$ cat src/rtl/pdm_demod.sv
// -----------------------------------------------------------------------------
// pdm_demod
//
// Recovers multi-bit density samples from a 1-bit pulse-density-modulated
// stream. It uses a 3rd-order CIC decimator with ratio R = 2^DECIM_LOG2 and
// saturates the output.
//
// The CIC structure has three parts:
//   * Three integrators run at the input rate. They wrap modulo 2^W, with
//     W = OUT_WIDTH + 1.
//   * A decimation counter raises a one-cycle strobe when a frame of R
//     accepted samples is complete.
//   * A three-stage comb pipeline, followed by the saturating output register,
//     turns that strobe into a dout_valid pulse 4 cycles later.
//
// Ports:
//   clk        : single clock, rising edge
//   resetn     : asynchronous active-low reset of all state
//   clear      : synchronous flush of all filter state (priority over input)
//   din        : PDM bit (1 -> +1, 0 -> 0)
//   din_valid  : din accepted on rising edges where this is high
//   dout       : unsigned decimated density sample, held between pulses
//   dout_valid : one-cycle pulse marking a new dout
//
// Optional feature (macro PDM_DEMOD_SETTLE_EN):
//   When defined, a 2-bit settle counter suppresses dout_valid for the first
//   three outputs after reset/clear. Those outputs are filter fill. dout still
//   updates on those outputs.
// -----------------------------------------------------------------------------
module pdm_demod #(
    parameter int DECIM_LOG2 = 4,
    parameter int OUT_WIDTH  = 3 * DECIM_LOG2
) (
    input  logic                 clk,
    input  logic                 resetn,
    input  logic                 clear,
    input  logic                 din,
    input  logic                 din_valid,
    output logic [OUT_WIDTH-1:0] dout,
    output logic                 dout_valid
);

    // One guard bit above OUT_WIDTH holds the full-scale value R^3 = 2^OUT_WIDTH.
    localparam int W = OUT_WIDTH + 1;

    // c3 lies in 0..R^3. Only R^3 sets the top bit, so that bit alone
    // selects the clip value.
    function automatic logic [OUT_WIDTH-1:0] sat(input logic [W-1:0] v);
        if (v[W-1]) begin
            return {OUT_WIDTH{1'b1}};
        end
        return v[OUT_WIDTH-1:0];
    endfunction

    logic [W-1:0]          i1_p0, i2_p0, i3_p0;
    logic [DECIM_LOG2-1:0] cnt_p0;
    logic                  vld_p0;
    logic [W-1:0]          c1_p1, z1_p1;
    logic                  vld_p1;
    logic [W-1:0]          c2_p2, z2_p2;
    logic                  vld_p2;
    logic [W-1:0]          c3_p3, z3_p3;
    logic                  vld_p3;
    logic                  out_en;

    // ---- stage p0: integrators and decimation counter (input rate) ----
    // Each integrator reads the previous stage's registered value. The
    // counter wraps naturally at R because it is exactly DECIM_LOG2 bits wide.
    always_ff @(posedge clk or negedge resetn) begin
        if (!resetn) begin
            i1_p0  <= '0;
            i2_p0  <= '0;
            i3_p0  <= '0;
            cnt_p0 <= '0;
            vld_p0 <= 1'b0;
        end else if (clear) begin
            i1_p0  <= '0;
            i2_p0  <= '0;
            i3_p0  <= '0;
            cnt_p0 <= '0;
            vld_p0 <= 1'b0;
        end else if (din_valid) begin
            i1_p0  <= i1_p0 + {{(W-1){1'b0}}, din};
            i2_p0  <= i2_p0 + i1_p0;
            i3_p0  <= i3_p0 + i2_p0;
            cnt_p0 <= cnt_p0 + 1'b1;
            vld_p0 <= (cnt_p0 == {DECIM_LOG2{1'b1}});
        end else begin
            vld_p0 <= 1'b0;
        end
    end

    // ---- stage p1: first comb ----
    // i3 may already be advancing with the next frame's samples. This stage
    // still reads the value registered at the frame's last accepting edge.
    always_ff @(posedge clk or negedge resetn) begin
        if (!resetn) begin
            c1_p1  <= '0;
            z1_p1  <= '0;
            vld_p1 <= 1'b0;
        end else if (clear) begin
            c1_p1  <= '0;
            z1_p1  <= '0;
            vld_p1 <= 1'b0;
        end else begin
            vld_p1 <= vld_p0;
            if (vld_p0) begin
                c1_p1 <= i3_p0 - z1_p1;
                z1_p1 <= i3_p0;
            end
        end
    end

    // ---- stage p2: second comb ----
    always_ff @(posedge clk or negedge resetn) begin
        if (!resetn) begin
            c2_p2  <= '0;
            z2_p2  <= '0;
            vld_p2 <= 1'b0;
        end else if (clear) begin
            c2_p2  <= '0;
            z2_p2  <= '0;
            vld_p2 <= 1'b0;
        end else begin
            vld_p2 <= vld_p1;
            if (vld_p1) begin
                c2_p2 <= c1_p1 - z2_p2;
                z2_p2 <= c1_p1;
            end
        end
    end

    // ---- stage p3: third comb (modulo-2^W result is exact) ----
    always_ff @(posedge clk or negedge resetn) begin
        if (!resetn) begin
            c3_p3  <= '0;
            z3_p3  <= '0;
            vld_p3 <= 1'b0;
        end else if (clear) begin
            c3_p3  <= '0;
            z3_p3  <= '0;
            vld_p3 <= 1'b0;
        end else begin
            vld_p3 <= vld_p2;
            if (vld_p2) begin
                c3_p3 <= c2_p2 - z3_p3;
                z3_p3 <= c2_p2;
            end
        end
    end

`ifdef PDM_DEMOD_SETTLE_EN
    // The first three outputs after reset/clear are filter fill. The counter
    // saturates at 3 and then enables every later pulse.
    logic [1:0] settle_cnt;

    always_ff @(posedge clk or negedge resetn) begin
        if (!resetn) begin
            settle_cnt <= 2'd0;
        end else if (clear) begin
            settle_cnt <= 2'd0;
        end else if (vld_p3 && (settle_cnt != 2'd3)) begin
            settle_cnt <= settle_cnt + 2'd1;
        end
    end

    assign out_en = (settle_cnt == 2'd3);
`else
    assign out_en = 1'b1;
`endif

    // ---- stage p4: saturating output register ----
    always_ff @(posedge clk or negedge resetn) begin
        if (!resetn) begin
            dout       <= '0;
            dout_valid <= 1'b0;
        end else if (clear) begin
            dout       <= '0;
            dout_valid <= 1'b0;
        end else begin
            dout_valid <= vld_p3 && out_en;
            if (vld_p3) begin
                dout <= sat(c3_p3);
            end
        end
    end

endmodule

$ cat config.mk
export PLATFORM = sky130hd
export DESIGN_NAME = pdm_demod
export DESIGN_NICKNAME = d
export VERILOG_FILES = /design/src/rtl/pdm_demod.sv
export SDC_FILE = /design/constraint.sdc
export NUM_CORES = 1
export LEC_CHECK = 0
export ABC_AREA = 1
export CAP_MARGIN = 40
export CORE_ASPECT_RATIO = 1.1
export CORE_MARGIN = 2
export CORE_UTILIZATION = 54
export CTS_CLUSTER_DIAMETER = 200
export CTS_CLUSTER_SIZE = 20
export DETAILED_ROUTE_END_ITERATION = 7
export PLACE_DENSITY = 0.72
export SLEW_MARGIN = 20
export SYNTH_ARGS = -nofsm -noshare
export SYNTH_HDL_FRONTEND = slang
export SYNTH_SLANG_ARGS = --single-unit
$ cat constraint.sdc
create_clock -name clk -period 1.8 [get_ports clk]
set_input_delay 0.27 -clock clk [delete_from_list [all_inputs] [get_ports clk]]
set_output_delay 0.27 -clock clk [all_outputs]
set_load 0.005 [all_outputs]
; ---- Word level (Yosys, flattened, before mapping)
; Index checks and enable logic that the tools add are counted.
[op_classes]
addsub = 7
n_eq_ne = 1
n_mux = 33
reduce_logical = 5
[ops]
columns = op, count
row1 = 2-to-1 mux 13 bit, 18
row2 = 2-to-1 mux 12 bit, 4
row3 = subtractor 13 bit, 3
row4 = adder 13 bit, 2
row5 = adder 13 x 1 -> 13 bit, 1
row6 = nonzero test 2 bit, 5
row7 = 2-to-1 mux 1 bit, 9
row8 = 2-to-1 mux 4 bit, 2
row9 = adder 4 x 1 -> 4 bit (second input constant), 1
row10 = equality test 4 bit (second input constant), 1
[word_totals]
regBits = 138
inputBits = 5
output_inout_bits = 13
elab_cells = 62

; ---- Longest topological paths before layout
; Gate-level depths: netlist of the first run.
[logic_depth]
ltp_word = 6
mapped_depth = 11

; ---- Worst setup path after synthesis of the first run
; Ideal clock, no wire load.
[synth_path]
path_type = register to register
from = register i3_p0[0]
to = register c1_p1[8]
setup_ns = 0.083
t_arrival_ns = 1.595
t_required_ns = 1.717
setup_slack_ns = 0.122
stages_incl_launch_ff = 12
synth_period_minus_slack_ns = 1.678
cell_sequence = dfrtp_1 inv_1 ha_1 inv_1 fa_1 nand3_1 nand3_1 nand2_1 nand3_1 nand2_1 nand2_1 o21ai_0
[synth_between]
elab_chain_cells = 3
[synth_lines]
columns = item, line_no
row1 = from (decl), 55  ; logic [W-1:0] i1_p0, i2_p0, i3_p0;
row2 = from (signal assigned), 85  ; i3_p0 <= i3_p0 + i2_p0;
row3 = subtractor 13 bit, 108  ; c1_p1 <= i3_p0 - z1_p1;
row4 = 2-to-1 mux 13 bit, 107  ; if (vld_p0) begin
row5 = 2-to-1 mux 13 bit, 101  ; end else if (clear) begin
row6 = to (signal assigned), 108
row7 = to (decl), 58  ; logic [W-1:0] c1_p1, z1_p1;
; Every way passes these cells. The select of a mux whose other input is x is not followed.
; A chain may end at the register's enable or synchronous reset.

; ---- Final worst setup path of the first run
[layout_path]
from = register i3_p0[0]
to = register c1_p1[6]
; Same word-level chain as after synthesis.

==> results.sh, run 1 <==
export IMPL_outcome="finished, final reports clean"
export IMPL_gpl_final_weighted_congestion=0.912
export IMPL_r2r_slack_ns=0.05
export IMPL_clock_power_share_pct=49.1
export IMPL_final_nets=1405
export IMPL_cp_end_kind="register"
export IMPL_tritoncts="done"
export IMPL_crit_path_arrival_time_ns=2.06
export IMPL_vias_per_cell=5.23
export IMPL_cts_reportedPaths_clkPinSlew_ns=0.07
export IMPL_r2r_cells=11
export IMPL_final_cell_mix="425 x sky130_fd_sc_hd__nand2_1, 220 x sky130_fd_sc_hd__inv_1, 138 x sky130_fd_sc_hd__dfrtp_1"
export IMPL_hpwlAfterDp_mm=15.6
export IMPL_grt_overflow_total=0
export IMPL_final_hold_viol_count=0
export IMPL_routed_wire_length_per_instance_um=13.8
export IMPL_avgSynthCellArea_um2=7.10
export IMPL_pwr_density_cell_mw_per_mm2=634
export IMPL_number_of_antenna_violations_at_the_first_check_in_global_routing=0
export IMPL_dr_pass1_iters=5
export IMPL_drive_above_1_share_pct=10.7
export IMPL_drc=0
export IMPL_p_leak_uw=0.00584
export IMPL_cp_max_fo=4
export IMPL_timing_critical_path_from="i3_p0[0]"
export IMPL_timing_critical_path_to="c1_p1[6]"
export IMPL_post_synth_main_area_contributors="sky130_fd_sc_hd__dfrtp_1 38%, sky130_fd_sc_hd__nand2_1 18%, sky130_fd_sc_hd__inv_1 9.4%"
export IMPL_core_region_area_mm2=0.0163
export IMPL_timing_setup_critical_path_class="register to register"
export IMPL_number_of_register_bits_inferred_by_synthesis=138
export IMPL_maxCapViolCount=0
export IMPL_die_height_um=139
export IMPL_rr_endpoint="c1_p1[6]"
export IMPL_rr_startpoint="i3_p0[0]"
export IMPL_clock_fmax_mhz=570
export IMPL_post_route_worst_setup_slack_ns=0.0454
export IMPL_internal_power_uw=4980
export IMPL_finalPower_uw=6660
export IMPL_worst_slew_margin_rel_pct=58.4
export IMPL_placed_cells=1510
export IMPL_worst_path_most_repeated_cell="sky130_fd_sc_hd__inv_2"
export IMPL_synth_top_area_cell="sky130_fd_sc_hd__dfrtp_1"
export IMPL_crit_required_ns=2.10
export IMPL_initial_detailed_routing_violation_count=520
export IMPL_switching_power_uw=1680
export IMPL_grt_pass1_vias=7801
export IMPL_unrepaired_setup_endpoints_after_global_routing="true"
export IMPL_preCtsSetupSlack_ns=-0.134
export IMPL_area_delta_synth_final_pct=17.0
export IMPL_synth_sequential_area_ratio_pct=38.4
export IMPL_timing_clock_skew_ns=0.00776
export IMPL_cts_made_buffers=17
export IMPL_root_buffer_cell="sky130_fd_sc_hd__clkbuf_16"
export IMPL_timing_hold_worst_class="primary input to async pin"
export IMPL_power_share_sequential_pct=46.8
export IMPL_max_vdd_ir_drop_mv=0.710
export IMPL_floorplan_die_width_um=127
export IMPL_worstSkewPairLatency_ns=0.43
export IMPL_yosysWarningCount=0
export IMPL_cts_max_level=4
export IMPL_grt_util_all_layers_pct=25.1
export IMPL_power_share_combinational_pct=4.1
export IMPL_rows=49
export IMPL_critPathLaunchType="register"
export IMPL_floorplan_die_area_mm2=0.0177
export IMPL_max_stage_delay_ns=0.41
export IMPL_synth_top_area_share_pct=38.4
export IMPL_cts_num_sinks=138
export IMPL_final_min_period_over_clock_period_pct=97.5
export IMPL_synth_net_count=1339
export IMPL_netSwitchingFraction_pct=25.2
export IMPL_io_pin_count=18
export IMPL_fin_crit_ns=1.75
export IMPL_crit_path_cell_trace="inv_2 -> ha_4 -> inv_2 -> fa_2 -> nand3_2 -> nand3_4 -> buf_6 -> nand2_2 -> nand3b_1 -> nand2_1 -> o22ai_1"
export IMPL_worst_slew_pin_transition_ns=0.622
export IMPL_syn_area_mm2=0.00899
export IMPL_route_vias_total=8095
export IMPL_pins_over_their_slew_limit=0
export IMPL_clk_buf_depth=2
export IMPL_layout_cells_most_common="sky130_fd_sc_hd__nand2_1"
export IMPL_placement_cell_area_mm2=0.00974
export IMPL_worst_path_max_delay_cell="sky130_fd_sc_hd__fa_2"
export IMPL_setup_viol=0
export IMPL_wire_length_of_the_first_global_routing_pass_mm=36.3
export IMPL_wirelength_mm=21.4
export IMPL_insertedDiodeCount=0
export IMPL_initial_util_pct=55.1
export IMPL_portBuffers=17
export IMPL_yosys_cell_types_count=33
export IMPL_synth_cells=1266
export IMPL_route_antenna_remaining_nets=0
export IMPL_grt_start_max_net_pins=46
export IMPL_finalNonFillerCells=1548
export IMPL_post_route_cell_area_mm2=0.0105
-- sequential cells by signal (all words and copies together), names as in the netlist --
register	cells
z2_p2	13
z1_p1	13
z3_p3	13
vld_p0	1
vld_p1	1
c3_p3	13
c1_p1	13
vld_p2	1
cnt_p0	4
c2_p2	13
i3_p0	13
i1_p0	13
dout_valid	1
i2_p0	13
dout	12
vld_p3	1
-- Yosys cell counts --
cell type                  number
sky130_fd_sc_hd__nand3b_1       2
sky130_fd_sc_hd__buf_4          3
sky130_fd_sc_hd__clkbuf_1       4
sky130_fd_sc_hd__nor2_2         2
sky130_fd_sc_hd__inv_4          1
sky130_fd_sc_hd__nand2_2        4
sky130_fd_sc_hd__a21boi_0       3
sky130_fd_sc_hd__dfrtp_1      138
sky130_fd_sc_hd__nand3_2        2
sky130_fd_sc_hd__buf_6          2
sky130_fd_sc_hd__nor2_4         4
sky130_fd_sc_hd__xor2_1         6
sky130_fd_sc_hd__and3_1         1
sky130_fd_sc_hd__nand2_1      430
sky130_fd_sc_hd__o21bai_1       4
sky130_fd_sc_hd__o22ai_1       30
sky130_fd_sc_hd__fa_1           5
sky130_fd_sc_hd__nor2_1        68
sky130_fd_sc_hd__nor4_1         1
sky130_fd_sc_hd__a21oi_1       33
sky130_fd_sc_hd__xnor2_1        6
sky130_fd_sc_hd__inv_1        225
sky130_fd_sc_hd__a22o_1         6
sky130_fd_sc_hd__nor3b_2        1
sky130_fd_sc_hd__ha_1          63
sky130_fd_sc_hd__nor3_4         2
sky130_fd_sc_hd__o21ai_0       67
sky130_fd_sc_hd__nor3_1         8
sky130_fd_sc_hd__buf_2         11
sky130_fd_sc_hd__inv_2          5
sky130_fd_sc_hd__nand3_1      102
sky130_fd_sc_hd__and2_1         2
sky130_fd_sc_hd__nand4_1       25
-- power by group through the flow --
stage,Clock [uW],Sequential (uW),Combinational [uW]
final,3270,3120,273
after global routing,3430,3120,309
after CTS,3300,3120,273
after global placement,0,3180,267
after detailed placement,0,3180,269
after floorplan,0,3180,110
-- final cells by class --
type                            instances  area, um2
Clock buffer                           17        425
Clock inverter                         14        115
Fill cell                            1395       5790
Inverter                              231        870
Multi-Input combinational cell        877       4730
Sequential cell                       138       3450
Tap cell                              204        255
Timing Repair Buffer                   67        666
-- critical path, delay by kind of cell, from the launching register on --
kind,cells,cell delay [ns]
AO/OA/AOI/OAI,1,0.06
buffers and inverters,3,0.26
adder cells (fa/ha/maj),2,0.53
flip-flops,1,0.40
AND/OR/NAND/NOR,5,0.38
-- per-stage QoR --
| step | TNS (ns) | utilization [%] | hold WS [ns] |
|---|---|---|---|
| final | 0 | 64.5 | 0.334 |
| after global routing | -0.108 | 64.5 | 0.373 |
| after CTS | 0 | 63.2 | 0.347 |
| after detailed placement | -1.39 | 59.7 | 0.228 |
| after global placement | -0.991 | 59.7 | 0.233 |
| after floorplan | 0 | - | -0.0256 |
-- layer usage --
| layer | vias to the layer above | track usage (%) | part of all wire [%] |
|---|---|---|---|
| met5 | - | 0 | 0 |
| met2 | 104 | 44.4 | 51 |
| li1 | 4144 | - | - |
| met4 | 0 | 7.11 | 1.3 |
| met3 | 27 | 3.92 | 2.3 |
| met1 | 3820 | 31.9 | 46 |
-- worst min path at each step --
stage / cells after the start / end / slack, ns
global route: 2 / dout_valid / 0.37
global placement: 1 / dout_valid / 0.23
detailed placement: 1 / dout_valid / 0.23
floorplan: 0 / c1_p1[0] / -0.03
CTS: 2 / dout_valid / 0.35
finish: 2 / dout_valid / 0.33
-- kinds of logic (layout without fill, tap and decap cells) --
family,after synthesis,count (layout),synth area share [%]
flip-flops,138,138,38.4
AO/OA/AOI/OAI,143,143,8.83
adder cells (fa/ha/maj),68,68,9.88
XOR/XNOR,12,12,1.17
buffers and inverters,251,329,11.0
AND/OR/NAND/NOR,654,654,30.7
-- what timing repair did --
item | CTS | global route
setup buffers | 0 | 6
pin swaps | 0 | 10
hold buffers | 1 | 0
cloned | 0 | 0
resized for setup | 4 | 51
setup endpoints to repair | 5 | 22
endpoints found under the hold margin | 41 | 0
(Power assumes the default switching activity.)
==> inputs of run 2 (changes only) <==
--- a/config.mk
+++ b/config.mk
@@ -7,7 +7,7 @@
 export LEC_CHECK = 0
 export ABC_AREA = 1
 export CAP_MARGIN = 40
-export CORE_ASPECT_RATIO = 1.1
+export CORE_ASPECT_RATIO = 0.6
 export CORE_MARGIN = 2
 export CORE_UTILIZATION = 54
 export CTS_CLUSTER_DIAMETER = 200
==> run 2 against run 1 <==
Net effect:
- critical path depth decreased by 2
- routed wire length is 4.9% higher
- die area rose by 0.18%
- sequential share of layout area decreased by 0.25 points
- clock power is 12% higher
- global-route usage is 1.9 points higher
- utilization rose by 0.68 points
- count of clock-buffer cells in the layout is 2 higher
- cell area up 0.76%
- flip-flop and latch count unchanged
- final cell count up 1.4%
- hold slack improved by 0.0073 ns
==> results.sh, run 2 (synthesis results as in run 1) <==
export IMPL_outcome="finished, final reports clean"
export IMPL_number_of_antenna_violations_at_the_first_check_in_global_routing=0
export IMPL_grt_overflow_total=0
export IMPL_worst_path_most_repeated_cell="sky130_fd_sc_hd__nand2_1"
export IMPL_final_min_period_over_clock_period_pct=97.0
export IMPL_layout_cells_most_common="sky130_fd_sc_hd__nand2_1"
export IMPL_unrepaired_setup_endpoints_after_global_routing="true"
export IMPL_grt_pass1_vias=7567
export IMPL_initial_detailed_routing_violation_count=834
export IMPL_vias_per_cell=5.20
export IMPL_clk_buf_depth=2
export IMPL_cts_num_sinks=138
export IMPL_grt_util_all_layers_pct=27.0
export IMPL_fin_crit_ns=1.75
export IMPL_final_nets=1401
export IMPL_cts_made_buffers=17
export IMPL_wirelength_mm=22.4
export IMPL_crit_path_arrival_time_ns=2.07
export IMPL_timing_clock_skew_ns=0.0111
export IMPL_crit_path_cell_trace="ha_1 -> nand2_1 -> nor2_1 -> and2_1 -> nand2_1 -> nand3_1 -> nand2_1 -> nand3_1 -> nand2_1"
export IMPL_die_height_um=104
export IMPL_timing_critical_path_from="i2_p0[4]"
export IMPL_root_buffer_cell="sky130_fd_sc_hd__clkbuf_16"
export IMPL_initial_util_pct=55.3
export IMPL_drive_above_1_share_pct=11.7
export IMPL_timing_hold_worst_class="primary input to async pin"
export IMPL_finalPower_uw=7030
export IMPL_worst_slew_pin_transition_ns=0.580
export IMPL_insertedDiodeCount=0
export IMPL_max_vdd_ir_drop_mv=0.689
export IMPL_final_cell_mix="423 x sky130_fd_sc_hd__nand2_1, 220 x sky130_fd_sc_hd__inv_1, 138 x sky130_fd_sc_hd__dfrtp_1"
export IMPL_hpwlAfterDp_mm=16.5
export IMPL_placement_cell_area_mm2=0.00969
export IMPL_maxCapViolCount=0
export IMPL_switching_power_uw=1690
export IMPL_portBuffers=17
export IMPL_crit_required_ns=2.12
export IMPL_wire_length_of_the_first_global_routing_pass_mm=38.1
export IMPL_p_leak_uw=0.00584
export IMPL_route_vias_total=8159
export IMPL_clock_power_share_pct=51.8
export IMPL_area_delta_synth_final_pct=17.9
export IMPL_critPathLaunchType="register"
export IMPL_timing_setup_critical_path_class="register to register"
export IMPL_io_pin_count=18
export IMPL_cts_reportedPaths_clkPinSlew_ns=0.07
export IMPL_core_region_area_mm2=0.0163
export IMPL_power_share_combinational_pct=3.8
export IMPL_grt_start_max_net_pins=44
export IMPL_tritoncts="done"
export IMPL_post_route_cell_area_mm2=0.0106
export IMPL_power_share_sequential_pct=44.4
export IMPL_rr_startpoint="i2_p0[4]"
export IMPL_max_stage_delay_ns=0.48
export IMPL_internal_power_uw=5350
export IMPL_route_antenna_remaining_nets=0
export IMPL_netSwitchingFraction_pct=24.0
export IMPL_preCtsSetupSlack_ns=-0.131
export IMPL_gpl_final_weighted_congestion=0.909
export IMPL_pins_over_their_slew_limit=0
export IMPL_dr_pass1_iters=5
export IMPL_drc=0
export IMPL_final_hold_viol_count=0
export IMPL_rows=36
export IMPL_critPathTopFamily="simple AND/OR/NAND/NOR gates"
export IMPL_pwr_density_cell_mw_per_mm2=664
export IMPL_floorplan_die_width_um=171
export IMPL_clock_fmax_mhz=572
export IMPL_multiInputGateArea_mm2=0.00481
export IMPL_r2r_cells=9
export IMPL_worst_slew_margin_rel_pct=61.2
export IMPL_layout_area_seq_mm2=0.00345
export IMPL_cp_end_kind="register"
export IMPL_cp_max_fo=4
export IMPL_floorplan_die_area_mm2=0.0177
export IMPL_filler_cell_count=1388
export IMPL_cts_max_level=4
export IMPL_post_route_worst_setup_slack_ns=0.0533
export IMPL_setup_viol=0
export IMPL_worst_path_max_delay_cell="sky130_fd_sc_hd__dfrtp_1"
export IMPL_timing_critical_path_buf_inv=0
export IMPL_routed_wire_length_per_instance_um=14.3
export IMPL_worstSkewPairLatency_ns=0.43
export IMPL_critical_path_depth=9
[run 2: cell types whose count changed in the layout (fill, tap and decap cells not counted), sizes merged]
cell      previous run  this run
buf                 50        46
bufinv               0         2
clkbuf              17        19
clkinv               4         2
clkinvlp             5         3
inv                236       237
[run 2: power by group through the flow]
stage / clock network [uW] / logic [uW] / registers [uW]
floorplan: 0 / 110 / 3180
global placement: 0 / 255 / 3180
detailed placement: 0 / 257 / 3180
CTS: 3670 / 266 / 3120
global route: 3840 / 299 / 3120
finish: 3650 / 266 / 3120
[run 2: timing repair]
action / CTS / global route
endpoints found under the hold margin: 40 / 0
pin swaps: 1 / 10
hold buffers: 1 / 0
buffers inserted: 2 / 2
gates resized for setup: 6 / 62
gates cloned: 0 / 0
endpoints found under the setup margin: 7 / 38
[run 2: worst paths after layout]
kind	to	slack, ns
setup / recovery	i3_p0[12]	0.05
hold / removal	i2_p0[5]	0.34
setup reg to reg	i3_p0[12]	0.05
hold reg to reg	c3_p3[10]	0.47
max in group asynchronous	z2_p2[7]	0.89
min in group clk	c3_p3[10]	0.47
[run 2: per-layer routing]
metal,vias to the layer above,routed length (um),track usage (%)
met3,23,1490,4.03
met4,0,216,5.92
met2,277,8810,35.9
met1,3714,11900,45.3
met5,-,0,0
li1,4145,-,-
[run 2: area by class of cell]
| class | count | share of cell area [%] |
|---|---|---|
| inverters | 231 | 8.21 |
| well taps | 228 | 2.69 |
| repair buffers | 63 | 5.37 |
| multi-input cells | 877 | 45.4 |
| clock inverters | 13 | 1.46 |
| clock buffers | 19 | 4.27 |
| flip-flops and latches | 138 | 32.6 |
[run 2: metrics by stage]
step	std cells	util (%)	hold slack, ns	setup TNS (ns)
floorplan	1266	-	-0.0256	0
global placement	1532	59.6	0.224	-0.303
detailed placement	1532	59.6	0.232	-0.693
CTS	1567	63.6	0.372	0
global route	1569	65.2	0.404	-0.338
finish	1569	65.2	0.341	0
[run 2: worst reg2reg max path, cell delays in order, from the launching register on]
cell                      delay (ns)
sky130_fd_sc_hd__dfrtp_1        0.48
sky130_fd_sc_hd__ha_1           0.40
sky130_fd_sc_hd__nand2_1        0.11
sky130_fd_sc_hd__nor2_1         0.17
sky130_fd_sc_hd__and2_1         0.15
sky130_fd_sc_hd__nand2_1        0.09
sky130_fd_sc_hd__nand3_1        0.09
sky130_fd_sc_hd__nand2_1        0.05
sky130_fd_sc_hd__nand3_1        0.06
sky130_fd_sc_hd__nand2_1        0.05
